## src/rtl/gs_fmt_pkg.sv

```systemverilog
// Shared types and constants for the GS2961 format monitor.
// Latency: n/a (declarations only).
// Backpressure: n/a.
// Contents: FSM state enum, snapshot width, snapshot field offsets, pack helper.
package gs_fmt_pkg;

   typedef enum logic {
      ST_UNLOCKED = 1'b0,
      ST_LOCKED   = 1'b1
   } fmt_state_e;

   localparam int SNAP_W = 96;

   // Snapshot layout, MSB first: {vid_std, raster1, raster2, raster3, raster4}
   localparam int VID_LSB = 64;
   localparam int R1_LSB  = 48;
   localparam int R2_LSB  = 32;
   localparam int R3_LSB  = 16;
   localparam int R4_LSB  = 0;

   function automatic logic [SNAP_W-1:0] pack_snap(
      input logic [31:0] vid,
      input logic [15:0] r1,
      input logic [15:0] r2,
      input logic [15:0] r3,
      input logic [15:0] r4
   );
      return {vid, r1, r2, r3, r4};
   endfunction

endpackage

```

## src/rtl/gs_poll_timer.sv

```systemverilog
// Poll timer: issues one stat_poll per POLL_PERIOD cycles and flags the round-check slot.
// Latency: stat_poll_o is registered, one cycle after the internal tick; round_chk_o is combinational on tick.
// Backpressure: none; the reader is assumed idle at every poll (period sized for a full SPI read).
// Ports: clk_i/rst_i (sync, active-high), enable_i level gate, stat_poll_o pulse, round_chk_o strobe.
module gs_poll_timer #(
   parameter int POLL_PERIOD    = 4096,
   parameter int REGS_PER_ROUND = 6
) (
   input  logic clk_i,
   input  logic rst_i,
   input  logic enable_i,
   output logic stat_poll_o,
   output logic round_chk_o
);

   localparam int TMR_W  = (POLL_PERIOD > 1) ? $clog2(POLL_PERIOD) : 1;
   localparam int SLOT_W = $clog2(REGS_PER_ROUND + 1);

   logic [TMR_W-1:0]  tmr_q, tmr_d;
   logic [SLOT_W-1:0] slot_q, slot_d;
   logic              stat_poll_q;
   logic              tick;

   // Gated by enable so the cycle in which enable drops never fires.
   assign tick        = enable_i && (tmr_q == TMR_W'(POLL_PERIOD - 1));
   // The check runs on the tick after the last poll of a round, so the final read has completed.
   assign round_chk_o = tick && (slot_q == SLOT_W'(REGS_PER_ROUND));
   assign stat_poll_o = stat_poll_q;

   always_comb begin
      tmr_d  = tick ? '0 : tmr_q + 1'b1;
      slot_d = slot_q;
      if (tick) begin
         // The check tick also polls, so it is slot 1 of the next round.
         slot_d = (slot_q == SLOT_W'(REGS_PER_ROUND)) ? SLOT_W'(1) : slot_q + 1'b1;
      end
   end

   always_ff @(posedge clk_i) begin
      if (rst_i || !enable_i) begin
         tmr_q       <= '0;
         slot_q      <= '0;
         stat_poll_q <= 1'b0;
      end else begin
         tmr_q       <= tmr_d;
         slot_q      <= slot_d;
         stat_poll_q <= tick;
      end
   end

endmodule

```

## src/rtl/gs_fmt_monitor.sv

```systemverilog
// Format qualifier: snapshots reader status once per round and locks after STABLE_ROUNDS equal compares.
// Latency: all outputs registered; results appear the cycle after the check tick.
// Backpressure: none; inputs are sampled only at check instants, changes between checks are ignored.
// Ports: clk_i/rst_i/enable_i control, stat_poll_o to reader, vid_std_i/raster*_i live status,
//        fmt_* qualified format, fmt_locked_o level, fmt_update_o/fmt_lost_o one-cycle pulses.
module gs_fmt_monitor
   import gs_fmt_pkg::*;
#(
   parameter int POLL_PERIOD    = 4096,
   parameter int REGS_PER_ROUND = 6,
   parameter int STABLE_ROUNDS  = 3
) (
   input  logic        clk_i,
   input  logic        rst_i,
   input  logic        enable_i,
   output logic        stat_poll_o,
   input  logic [31:0] vid_std_i,
   input  logic [15:0] raster1_i,
   input  logic [15:0] raster2_i,
   input  logic [15:0] raster3_i,
   input  logic [15:0] raster4_i,
   output logic [31:0] fmt_vid_std_o,
   output logic [15:0] fmt_raster1_o,
   output logic [15:0] fmt_raster2_o,
   output logic [15:0] fmt_raster3_o,
   output logic [15:0] fmt_raster4_o,
   output logic        fmt_locked_o,
   output logic        fmt_update_o,
   output logic        fmt_lost_o
);

   localparam int CNT_W = (STABLE_ROUNDS > 1) ? $clog2(STABLE_ROUNDS) : 1;

   logic              round_chk;
   logic [SNAP_W-1:0] cur;
   fmt_state_e        state_q;
   logic [SNAP_W-1:0] prev_q;
   logic              prev_valid_q;
   logic [CNT_W-1:0]  match_cnt_q;
   logic [SNAP_W-1:0] fmt_q;
   logic              locked_q;
   logic              update_q;
   logic              lost_q;

   gs_poll_timer #(
      .POLL_PERIOD    (POLL_PERIOD),
      .REGS_PER_ROUND (REGS_PER_ROUND)
   ) u_timer (
      .clk_i       (clk_i),
      .rst_i       (rst_i),
      .enable_i    (enable_i),
      .stat_poll_o (stat_poll_o),
      .round_chk_o (round_chk)
   );

   assign cur = pack_snap(vid_std_i, raster1_i, raster2_i, raster3_i, raster4_i);

   always_ff @(posedge clk_i) begin
      if (rst_i) begin
         state_q      <= ST_UNLOCKED;
         prev_q       <= '0;
         prev_valid_q <= 1'b0;
         match_cnt_q  <= '0;
         fmt_q        <= '0;
         locked_q     <= 1'b0;
         update_q     <= 1'b0;
         lost_q       <= 1'b0;
      end else begin
         update_q <= 1'b0;
         lost_q   <= 1'b0;
         if (!enable_i) begin
            // Qualified data is kept for inspection; only its validity is withdrawn.
            state_q      <= ST_UNLOCKED;
            prev_valid_q <= 1'b0;
            match_cnt_q  <= '0;
            locked_q     <= 1'b0;
         end else if (round_chk) begin
            if (!prev_valid_q) begin
               // First full round only seeds the reference.
               prev_q       <= cur;
               prev_valid_q <= 1'b1;
            end else if (cur != prev_q) begin
               prev_q      <= cur;
               match_cnt_q <= '0;
               if (state_q == ST_LOCKED) begin
                  state_q  <= ST_UNLOCKED;
                  locked_q <= 1'b0;
                  lost_q   <= 1'b1;
               end
            end else if (state_q == ST_UNLOCKED) begin
               if (match_cnt_q == CNT_W'(STABLE_ROUNDS - 1)) begin
                  state_q  <= ST_LOCKED;
                  fmt_q    <= cur;
                  locked_q <= 1'b1;
                  update_q <= 1'b1;
               end else begin
                  match_cnt_q <= match_cnt_q + 1'b1;
               end
            end
         end
      end
   end

   assign fmt_vid_std_o = fmt_q[VID_LSB +: 32];
   assign fmt_raster1_o = fmt_q[R1_LSB +: 16];
   assign fmt_raster2_o = fmt_q[R2_LSB +: 16];
   assign fmt_raster3_o = fmt_q[R3_LSB +: 16];
   assign fmt_raster4_o = fmt_q[R4_LSB +: 16];
   assign fmt_locked_o  = locked_q;
   assign fmt_update_o  = update_q;
   assign fmt_lost_o    = lost_q;

endmodule

```

## config.mk

```make
export PLATFORM = sky130hd
export DESIGN_NAME = gs_fmt_monitor
export DESIGN_NICKNAME = d
export VERILOG_FILES = /design/src/rtl/gs_fmt_pkg.sv /design/src/rtl/gs_poll_timer.sv /design/src/rtl/gs_fmt_monitor.sv
export SDC_FILE = /design/constraint.sdc
export NUM_CORES = 1
export LEC_CHECK = 0
export ABC_AREA = 1
export BUFFER_PORTS_ARGS = -buffer_cell sky130_fd_sc_hd__buf_2
export CORE_ASPECT_RATIO = 1.5
export CORE_UTILIZATION = 52
export CTS_BUF_LIST = sky130_fd_sc_hd__clkbuf_4
export CTS_CLUSTER_DIAMETER = 80
export DETAILED_ROUTE_END_ITERATION = 10
export GPL_TIMING_DRIVEN = 1
export MAX_ROUTING_LAYER = met4
export PLACE_DENSITY_LB_ADDON = 0.12
export SYNTH_ARGS = -nofsm -noshare
export SYNTH_HDL_FRONTEND = slang
export SYNTH_SLANG_ARGS = --single-unit
export TNS_END_PERCENT = 20
```

## constraint.sdc

```tcl
create_clock -name clk_i -period 2.05 [get_ports clk_i]
set_input_delay 0.1025 -clock clk_i [delete_from_list [all_inputs] [get_ports clk_i]]
set_output_delay 0.1025 -clock clk_i [all_outputs]
set_load 0.01 [all_outputs]
```

# Word-level counts from Yosys, hierarchy flattened
# Index checks and enable logic that the tools add are counted.
word_totals:
  ff_bits: 215
  out_inout_bits: 100
  wordCells: 55
  in_bits: 99
op_classes:
  eq_ne: 8
  n_mux: 14
  reduce_logical: 14
  bitwise: 5
  addsub: 3
op_table:
  columns: ["cell", "n"]
  rows:
  - ["$mux W96", 2]
  - ["$ne A96 B96 Y1", 1]
  - ["$add A12 B1 Y12 const B", 1]
  - ["$eq A12 B12 Y1 const B", 1]
  - ["$mux W1", 8]
  - ["$mux W2", 3]
  - ["$reduce_and A6 Y1", 1]
  - ["$reduce_or A6 Y1", 1]
  - ["$not A1 Y1", 5]
  - ["$reduce_and A5 Y1", 1]
  - ["$reduce_or A5 Y1", 1]
  - ["$ne A2 B1 Y1 const B", 2]
  - ["$ne A2 B2 Y1 const B", 2]
  - ["$reduce_and A4 Y1", 1]
  - ["$reduce_or A2 Y1", 2]
  - ["$add A3 B1 Y3 const B", 1]
  - ["$eq A3 B3 Y1 const B", 1]
  - ["$mux W3", 1]
  - ["$reduce_and A3 Y1", 1]
  - ["$add A2 B1 Y2 const B", 1]
  - ["$eq A2 B2 Y1 const B", 1]
  - ["$logic_and A1 B1 Y1", 2]
  - ["$reduce_and A2 Y1", 1]
  - ["$reduce_bool A2 Y1", 1]
  - ["2 further kinds", 2]

# Longest topological paths before layout
depth:
  ltp_word: 5
  mapped_depth: 17
  ltp_nobuf: 15

# Modules after synthesis
# Synthesis repeated with hierarchy kept, for this count alone.
unflattened:
  cells_unflattened: 1793
  area_unflattened_um2: 11323.4
modules_own_cells:
  columns: ["module", "n_inst", "cells_each", "area_per_inst_um2"]
  rows:
  - ["gs_fmt_monitor", 1, 1693, 10507.6]
  - ["gs_poll_timer", 1, 100, 815.8]

# Worst setup path after synthesis
# No wires, ideal clock.
synth_timing:
  kind: "reg-to-reg"
  startpoint: "reg u_timer.tmr_q[0]"
  endpoint: "reg fmt_q[15]"
  period_less_slack_ns: 1.982
  stages_incl_launch_ff: 13
  n_path_buf: 2
  path_slack_ns: 0.068
  setup_time_ns: 0.113
  arrival_ns: 1.869
  cell_sequence: "dfxtp_1 -> ha_1 -> nand2_1 -> nor3_4 -> nand4_2 -> nor2_2 -> nand3_2 -> nor2_2 -> buf_2 -> buf_2 -> nand4_1 -> nand2_1 -> nor2_1"
synth_between:
  elab_chain_len: 4
synth_rtl:
  columns: ["element", "line_no", "text"]
  rows:
  - ["start: declaration", "gs_poll_timer.sv:19", "logic [TMR_W-1:0] tmr_q, tmr_d;"]
  - ["start signal: assignment", "gs_poll_timer.sv:45", "tmr_q <= tmr_d;"]
  - ["$eq A12 B12 Y1", "gs_poll_timer.sv:25", "assign tick = enable_i && (tmr_q == TMR_W'(POLL_PERIOD - 1));"]
  - ["$logic_and A1 B1 Y1", "gs_poll_timer.sv:25", null]
  - ["$logic_and A1 B1 Y1", "gs_poll_timer.sv:27", "assign round_chk_o = tick && (slot_q == SLOT_W'(REGS_PER_ROUND));"]
  - ["$reduce_and A6 Y1 (no line)", null, null]
  - ["end signal: assignment", "gs_fmt_monitor.sv:93", "fmt_q <= cur;"]
  - ["end: declaration", "gs_fmt_monitor.sv:40", "logic [SNAP_W-1:0] fmt_q;"]
# Every way passes these cells.
# A chain may end at the register's enable or synchronous reset.

# Worst setup path in the final report
layout_timing:
  startpoint: "reg prev_q[4]"
  endpoint: "reg prev_q[2]"
layout_between:
  elab_chain_len: 3
layout_rtl:
  columns: ["element", "line_no", "text"]
  rows:
  - ["start: declaration", "gs_fmt_monitor.sv:37", "logic [SNAP_W-1:0] prev_q;"]
  - ["start signal: assignment", "gs_fmt_monitor.sv:80", "prev_q <= cur;"]
  - ["start signal: assignment", "gs_fmt_monitor.sv:83", "prev_q <= cur;"]
  - ["$ne A96 B96 Y1", "gs_fmt_monitor.sv:82", "end else if (cur != prev_q) begin"]
  - ["$ne A2 B1 Y1 (no line)", null, null]
  - ["$reduce_and A3 Y1 (no line)", null, null]
# Every way passes these cells.

==> flow_metrics.env <==
export IMPL_outcome="finished with violations"
export IMPL_violations="setup timing"
export IMPL_path_clk_slew_ps=70
export IMPL_drtIter0Drc=1045
export IMPL_postSynthCellCount=1764
export IMPL_maxSlewHeadroom_pct=42.23
export IMPL_drive_above_1_share_pct=28.12
export IMPL_async_flop_share_pct=0
export IMPL_vias=12820
export IMPL_p_per_area_mw_per_mm2=549.4
export IMPL_maxCapViolCount=0
export IMPL_hpwl_um=23630
export IMPL_clock_sinks=215
export IMPL_htree_levels=2
export IMPL_postRouteAntennaNets=0
export IMPL_holdWs_ps=216.7
export IMPL_cp_required_ps=2640
export IMPL_rows=64
export IMPL_final_nets=2262
export IMPL_cts_tree="yes"
export IMPL_p_leak_nw=7.346
export IMPL_layout_cells_non_filler=2459
export IMPL_synth_top_cell_area_share_pct=39.55
export IMPL_tns_ps=-20610
export IMPL_syn_to_final_growth_pct=43.56
export IMPL_final_hold_viol_count=0
export IMPL_via_per_inst=5.215
export IMPL_initial_core_util_pct=53.30
export IMPL_die_area_mm2=0.02152
export IMPL_overflow=0
export IMPL_routedWlPerCell_um=16.07
export IMPL_yosysUniqueCellTypes=31
export IMPL_grt_max_degree=193
export IMPL_synth_most_common_cell="nor2_1"
export IMPL_grt_setup_unrepaired="true"
export IMPL_yosysSeqAreaShare_pct=39.55
export IMPL_dr_pass1_iters=7
export IMPL_synth_edf_count=0
export IMPL_post_route_min_period_ps=2246
export IMPL_synthTopCellsByArea="dfxtp_1 40%, nor2_1 17%, nand2_1 16%"
export IMPL_post_place_ws_ps=-249.9
export IMPL_finalMaxSlewViolations=0
export IMPL_final_seq_area_mm2=0.004384
export IMPL_drc=0
export IMPL_fin_crit_sh_pct=109.5
export IMPL_clkLatencyLatePin_ps=670
export IMPL_synth_area_leader_cell="dfxtp_1"
export IMPL_drt_total_wl_um=39520
export IMPL_grt_pass1_vias=11450
export IMPL_min_path_type="in2reg"
export IMPL_worst_pin_slew_ps=866.6
export IMPL_crit_type="reg2reg"
export IMPL_ys_warn_count=0
export IMPL_placed_cells=2221
export IMPL_multiInputGateArea_mm2=0.005798
export IMPL_synth_nets=1865
export IMPL_vdd_ir_drop_max_uv=527.2
export IMPL_grt_first_pass_wirelength_um=56120
export IMPL_antenna_found_initial=1
export IMPL_crit_path_start_kind="register"
export IMPL_finClkSkew_ps=50.74
export IMPL_gp_congestion=0.9854
export IMPL_setup_viol=192
export IMPL_synth_commonest_cells="507 x nor2_1, 459 x nand2_1, 215 x dfxtp_1"
export IMPL_syn_avg_cell_area_um2=6.169
export IMPL_netlist_area_mm2=0.01088
export IMPL_die_w_um=120.1
export IMPL_crit_arrival_ps=2830
export IMPL_coreArea_mm2=0.02042
export IMPL_fillCellCount=1582
export IMPL_design_portCount=199
export IMPL_critPathCaptureType="register"
export IMPL_cts_buffers=52
export IMPL_cp_max_fo=17
export IMPL_root_buffer="clkbuf_4"
export IMPL_globalRouteTotalUtil_pct=34.04
export IMPL_die_h_um=179.2
export IMPL_cts_buffer_depth=3
export IMPL_synth_flop_cell="dfxtp_1"
export IMPL_setup_slack_ps=-195.7
export IMPL_timing_fmax_ghz=0.4453
export IMPL_port_buffers=198
export IMPL_ys_ff_latch=215
cells by family (layout without fill, tap and decap cells):
| kind of cell | Yosys count | in the layout | share of synthesized area, % |
|---|---|---|---|
| buf+inv | 302 | 732 | 11.30 |
| other cells | 0 | 1 | 0 |
| xor+xnor | 32 | 32 | 2.575 |
| flops | 215 | 215 | 39.55 |
| compound gates | 112 | 112 | 5.208 |
| fa+ha+maj | 2 | 2 | 0.2299 |
| simple gates | 1101 | 1101 | 41.14 |
metrics by stage:
| stage | cell area [um^2] | power [W] | util [%] |
|---|---|---|---|
| floorplan | 10880 | 0.004630 | - |
| global placement | 12620 | 0.004957 | 61.82 |
| detailed placement | 12620 | 0.004961 | 61.82 |
| CTS | 14670 | 0.008591 | 71.83 |
| global route | 15620 | 0.008934 | 76.51 |
| finish | 15620 | 0.008584 | 76.51 |
metal layers:
metal | GRT usage, % | vias to the layer above | wire length [um]
li1 | - | 6225 | -
met1 | 36.90 | 5804 | 14350
met5 | - | - | 0
met4 | 17.71 | 0 | 2471
met2 | 59.72 | 615 | 19950
met3 | 5.312 | 180 | 2746
registers in the layout, summed over array words and instances, names as in the netlist:
name and flops:
fmt_q 96, prev_q 96, u_timer.tmr_q 12, u_timer.slot_q 3, match_cnt_q 2, fmt_locked_o 1
fmt_lost_o 1, fmt_update_o 1, prev_valid_q 1, state_q 1, u_timer.stat_poll_o 1
worst max-delay path: stages, from the launching register on:
cell	delay, ps
dfxtp_1	350
inv_1	60
nand2_2	70
buf_4	120
nand4_1	110
nor3_2	210
nand2_1	130
nor2_4	160
buf_4	140
nand3_4	100
nand2_8	150
buf_4	150
clkbuf_16	170
o21ai_0	80
nor2_1	150
cell type report:
cell class | count | share of cell area (%)
Multi-Input combinational cell | 1247 | 37.11
Sequential cell | 215 | 28.06
Timing Repair Buffer | 427 | 23.34
Inverter | 218 | 5.318
Clock buffer | 74 | 3.556
Tap cell | 264 | 2.114
Clock inverter | 13 | 0.4805
Antenna cell | 1 | 0.01602
repair_timing:
item                                    4_1_cts  5_1_grt
hold buffers                                 99        0
setup buffers                                15       17
gates cloned                                  5       15
pin swaps                                    30      118
resized for setup                            58      185
hold endpoints to repair                    202        0
endpoints found under the setup margin      195      197
where the power goes:
group / switching (W) / internal, W
logic: 0.000518 / 0.000408
clock network: 0.00171 / 0.00177
registers: 0.00000194 / 0.00417
total: 0.00223 / 0.00635
cells in the final DEF, fill, tap and decap left out, types with 7 or more instances in the layout:
cell / count
nor2_1: 460
nand2_1: 406
buf_2: 198
inv_1: 185
dfxtp_1: 153
nand4_1: 106
dlygate4sd3_1: 99
o21ai_0: 98
clkbuf_4: 74
buf_4: 69
dfxtp_2: 61
nand2_2: 51
nor2_2: 40
inv_2: 22
clkinv_1: 20
buf_12: 20
buf_6: 19
xor2_1: 14
clkbuf_16: 14
xnor2_1: 13
nor2_4: 11
nand3_2: 7
worst paths after layout:
check,startpoint,endpoint,slack [ps],cells after the start
worst max-delay path,prev_q[4],prev_q[2],-200,14
worst min-delay path,raster2_i[3],match_cnt_q[0],220,10
worst max register to register,prev_q[4],prev_q[2],-200,14
worst min register to register,fmt_q[13],fmt_q[13],470,2
Power figures use the tool's default switching activity.
